**src/rtl/uart_rx.sv**
```systemverilog
// UART receiver: 8N1-style framing with mid-bit sampling,
// single-entry valid/ready output, framing-error and overrun pulses.
module uart_rx #(
    parameter int DATA_WIDTH = 8,
    parameter int BAUD_RATE  = 115200,
    parameter int CLK_FREQ   = 100_000_000
) (
    input  logic                  clk,
    input  logic                  rst,
    input  logic                  uart_in,
    output logic [DATA_WIDTH-1:0] data,
    output logic                  valid,
    input  logic                  ready,
    output logic                  frame_err,
    output logic                  overrun
);

    localparam int PULSE_WIDTH      = CLK_FREQ / BAUD_RATE;
    localparam int HALF_PULSE_WIDTH = PULSE_WIDTH / 2;
    localparam int CW = $clog2(PULSE_WIDTH + 1);
    localparam int IW = (DATA_WIDTH > 1) ? $clog2(DATA_WIDTH) : 1;

    typedef enum logic [2:0] {
        IDLE,
        START,
        DATA,
        STOP,
        BREAK
    } state_t;

    state_t                state, state_n;
    logic [CW-1:0]         clk_cnt, cnt_n;
    logic [IW-1:0]         bit_idx, idx_n;
    logic [DATA_WIDTH-1:0] shift, shift_n;
    logic [DATA_WIDTH-1:0] data_n;
    logic                  valid_n, ferr_n, ovr_n;
    logic [1:0]            sync;
    logic                  rx_s;

    assign rx_s = sync[1];

    always_ff @(posedge clk or posedge rst) begin
        if (rst) begin
            sync      <= 2'b11;
            state     <= IDLE;
            clk_cnt   <= '0;
            bit_idx   <= '0;
            shift     <= '0;
            data      <= '0;
            valid     <= 1'b0;
            frame_err <= 1'b0;
            overrun   <= 1'b0;
        end else begin
            sync      <= {sync[0], uart_in};
            state     <= state_n;
            clk_cnt   <= cnt_n;
            bit_idx   <= idx_n;
            shift     <= shift_n;
            data      <= data_n;
            valid     <= valid_n;
            frame_err <= ferr_n;
            overrun   <= ovr_n;
        end
    end

    always_comb begin
        state_n = state;
        cnt_n   = clk_cnt;
        idx_n   = bit_idx;
        shift_n = shift;
        data_n  = data;
        valid_n = valid && !ready;
        ferr_n  = 1'b0;
        ovr_n   = 1'b0;
        case (state)
            IDLE: begin
                if (!rx_s) begin
                    state_n = START;
                    cnt_n   = CW'(HALF_PULSE_WIDTH - 1);
                end
            end
            START: begin
                if (clk_cnt != '0) begin
                    cnt_n = clk_cnt - CW'(1);
                end else if (rx_s) begin
                    state_n = IDLE;
                end else begin
                    state_n = DATA;
                    idx_n   = '0;
                    cnt_n   = CW'(PULSE_WIDTH - 1);
                end
            end
            DATA: begin
                if (clk_cnt != '0) begin
                    cnt_n = clk_cnt - CW'(1);
                end else begin
                    shift_n[bit_idx] = rx_s;
                    cnt_n = CW'(PULSE_WIDTH - 1);
                    if (bit_idx == IW'(DATA_WIDTH - 1))
                        state_n = STOP;
                    else
                        idx_n = bit_idx + IW'(1);
                end
            end
            STOP: begin
                if (clk_cnt != '0) begin
                    cnt_n = clk_cnt - CW'(1);
                end else if (rx_s) begin
                    // Back to IDLE at mid-stop so a back-to-back start is seen
                    state_n = IDLE;
                    if (!valid || ready) begin
                        data_n  = shift;
                        valid_n = 1'b1;
                    end else begin
                        ovr_n = 1'b1;
                    end
                end else begin
                    ferr_n  = 1'b1;
                    state_n = BREAK;
                end
            end
            BREAK: begin
                if (rx_s)
                    state_n = IDLE;
            end
            default: state_n = IDLE;
        endcase
    end

endmodule

```
**config.mk**
```make
export PLATFORM = sky130hd
export DESIGN_NAME = uart_rx
export DESIGN_NICKNAME = d
export VERILOG_FILES = /design/src/rtl/uart_rx.sv
export SDC_FILE = /design/constraint.sdc
export NUM_CORES = 1
export LEC_CHECK = 0
export BUFFER_PORTS_ARGS = -buffer_cell sky130_fd_sc_hd__buf_2
export CORE_UTILIZATION = 50
export DETAILED_ROUTE_END_ITERATION = 7
export GPL_TIMING_DRIVEN = 0
export HOLD_SLACK_MARGIN = 0.05
export PLACE_DENSITY = 0.77
export RECOVER_POWER = 100
export SYNTH_ARGS = -nofsm -noshare
export SYNTH_HDL_FRONTEND = slang
export SYNTH_SLANG_ARGS = --single-unit
```
**constraint.sdc**
```tcl
create_clock -name clk -period 2.6 [get_ports clk]
set_input_delay 0.39 -clock clk [delete_from_list [all_inputs] [get_ports clk]]
set_output_delay 0.39 -clock clk [all_outputs]
set_load 0.01 [all_outputs]
```
==> impl_metrics.toml <==
[min_path]
min_path_type = "in -> reg"
min_from = "uart_in"
hold_path_depth = 1
min_to = "sync[0]"

[critical_path]
start_kind = "flip-flop"
reg2reg_to = "shift[5]"
cp_slowest_stage_delay_ns = 0.53
critPathLaunch = "clk_cnt[0]"
crit_required_ns = 2.77
crit_path_top_delay_cell = "or3b_2"
cp_max_fo = 5
cp_top_family = "simple AND/OR/NAND/NOR gates"
worstRegToRegCells = 7
crit_chain = "inv_1 > ha_1 > or3b_2 > nor3_2 > nand2_1 > nor3_1 > mux2_2"
critPathBufInv = 1
worstPathArrival_ns = 2.48
crit_type = "reg -> reg"
r2r-start = "clk_cnt[0]"
r2r_setup_slack_ns = 0.28
endpoint_kind = "flip-flop"

[power_and_ir_drop]
irDropWorstVdd_mv = 0.216
p_per_area_mw_per_mm2 = 504
clkPwrFrac_pct = 41.9
p_int_mw = 0.821
power_leakage_nw = 0.924
combPwrFrac_pct = 1.8
seq_power_share_pct = 56.3
swShare_pct = 20.3
switching_power_mw = 0.209

[cts]
cts_setup_buffers = 0
clkSlewWorstSetupHoldPaths_ns = 0.07
cts_tree = "done"
clock_sinks = 37
cts.path.max_buffers = 2
cts_hold_buf = 0
htree_levels = 2
cts_root_buf = "clkbuf_8"
cts_buffers = 5
clk_latency_ns = 0.29
postCtsResizedCells = 0

[final_layout]
fill_cells = 308
multi_input_area_sq_um = 851
regArea_sq_um = 928
area.growth.synth_to_final_pct = 9.95
diodes = 0
drive_above_1_share_pct = 18.6
final_nets = 194

[floorplanning]
rows = 21
core_sq_mm = 0.00344
die_height_um = 63
die_area_sq_mm = 0.00397
initial_utilization_pct = 54.1
die-width_um = 63
pin_count = 15

[timing]
finalMaxSlewViolations = 0
fin_ws_ns = 0.283
max_freq_mhz = 432
finalCritPeriodShare_pct = 89.1
setup_viol = 0
rsz0062_at_grt = "no"
slew_headroom_pct = 8.11
final-hold-violation-count = 0
worst_pin_slew_ns = 1.38
hold_slack_ns = 0.201
tns_ns = 0
clock_skew_ns = 0.00716
finalCriticalPeriod_ns = 2.32

[synthesis]
synth-edff-count = 0
synth_cell_types = 42
syn_inst = 166
syn_area_per_cell_sq_um = 11.2
seq_area_frac_synth_pct = 49.9
synth_fa_ha_area_share_pct = 2.02
synthXorXnorAreaFrac_pct = 0.471
yosys_warnings = 0
syn-cell-area_sq_mm = 0.00186
yosysTopAreaCellShare_pct = 47.1
synth_compound_area_share_pct = 12.8
ys_seq_elements = 37
synthSimpleGateAreaFrac_pct = 19.1
synth_top_family_by_area = "simple AND/OR/NAND/NOR gates"
syn_nets = 173
async_flop_share_pct = 100
yosysTopAreaCell = "dfrtp_1"
synth_mux_area_share_pct = 13.0
synth.area.top_cells = "dfrtp_1 (47%), mux2_4 (6.5%), mux2_2 (5.4%)"
yosys-top-cells-count = "dfrtp_1 (35), nor2_1 (12), a21oi_1 (10)"
synth_top_flop_cell = "dfrtp_1"
yosys.cell_count.top_type = "dfrtp_1"

[job]
maxCapViolations = 0

[global_route]
grt_max_degree = 38
grt_pass1_vias = 1336
grt_usage_pct = 19.9
antenna_found_initial = 0
gr-total-overflow = 0
grt_pass1_wl_um = 6110

[routing]
viasPerCell = 5.76
initialDrtViolationCount = 59
routed_wl_um = 3340
ant_nets = 0
vias = 1349
dr.pass1.iters = 4
drc = 0
routedWlPerCell_um = 14.3

[placed_design]
dp_slack_ns = 0.228
port_buffers = 14
hpwl_um = 2380
finalWeightedCongestion = 0.915

[status]
status = "complete, no violations"
[layer usage]
metal	vias to the layer above	part of all wire (%)	GRT usage [%]
met5	-	0	0
met4	0	1.8	7.27
met3	9	4.8	5.84
met2	36	47	31.0
met1	652	46	26.0
li1	652	-	-
[state kept, by name, indices dropped and copies added, names as in the netlist]
register and flops:
bit_idx 3, clk_cnt 10, data 8, frame_err 1, overrun 1, shift 8
state 3, sync 2, valid 1
[cells by family (layout without fill, tap and decap cells)]
| group | after synthesis | after routing |
|---|---|---|
| simple gates | 58 | 58 |
| compound gates | 37 | 37 |
| flops | 37 | 37 |
| mux | 19 | 19 |
| buf+inv | 11 | 33 |
| fa+ha+maj | 3 | 3 |
| xor+xnor | 1 | 1 |
[stage by stage]
step	utilization, %	power (mW)	cells	instance area (sq um)
floorplan	-	0.603	166	1860
global placement	57.8	0.609	226	1990
detailed placement	57.8	0.610	226	1990
CTS	60.7	1.04	234	2090
global route	59.4	1.07	234	2050
finish	59.4	1.03	234	2050
[area by class of cell]
type,count,share of cell area (%)
Clock inverter,1,0.245
Tap cell,46,2.81
Inverter,7,1.28
Multi-Input combinational cell,118,41.6
Timing Repair Buffer,14,2.75
Buffer,4,1.22
Sequential cell,37,45.4
Clock buffer,7,4.71
[worst max path at each step]
stage	slack, ns	cells past startpoint	endpoint
after CTS	0.21	6	data[2]
after floorplan	0.50	6	data[0]
after detailed placement	0.23	6	data[2]
final	0.28	7	shift[5]
after global routing	0.08	7	clk_cnt[9]
after global placement	0.29	6	data[3]
[power by group through the flow]
| stage | Combinational (mW) | Sequential, mW | Clock, mW |
|---|---|---|---|
| 2_1_floorplan | 0.0125 | 0.590 | 0 |
| 3_3_place_gp | 0.0184 | 0.591 | 0 |
| 3_5_place_dp | 0.0190 | 0.591 | 0 |
| 4_1_cts | 0.0190 | 0.580 | 0.439 |
| 5_1_grt | 0.0216 | 0.580 | 0.473 |
| 6_report | 0.0181 | 0.580 | 0.432 |
[cell usage in the layout, fill, tap and decap left out, drive strengths merged]
master | Yosys | layout
or4 | 1 | 1
o21ai | 12 | 12
a211oi | 1 | 1
mux2 | 17 | 17
buf | 3 | 6
nor2b | 4 | 4
and3 | 1 | 1
nand2 | 8 | 8
xnor2 | 1 | 1
nand2b | 1 | 1
inv | 7 | 7
nor3b | 2 | 2
nor2 | 12 | 12
or2 | 1 | 1
nor3 | 12 | 12
o2bb2ai | 1 | 1
nor4 | 1 | 1
a311oi | 2 | 2
clkbuf | 1 | 19
mux2i | 2 | 2
or3 | 2 | 2
nor4b | 1 | 1
a22o | 2 | 2
o31ai | 2 | 2
o21a | 3 | 3
nand3 | 8 | 8
nand4 | 3 | 3
o22a | 2 | 2
or3b | 1 | 1
dfstp | 2 | 2
a21oi | 10 | 10
ha | 3 | 3
clkinv | 0 | 1
o31a | 2 | 2
dfrtp | 35 | 35
(Power assumes the default switching activity.)
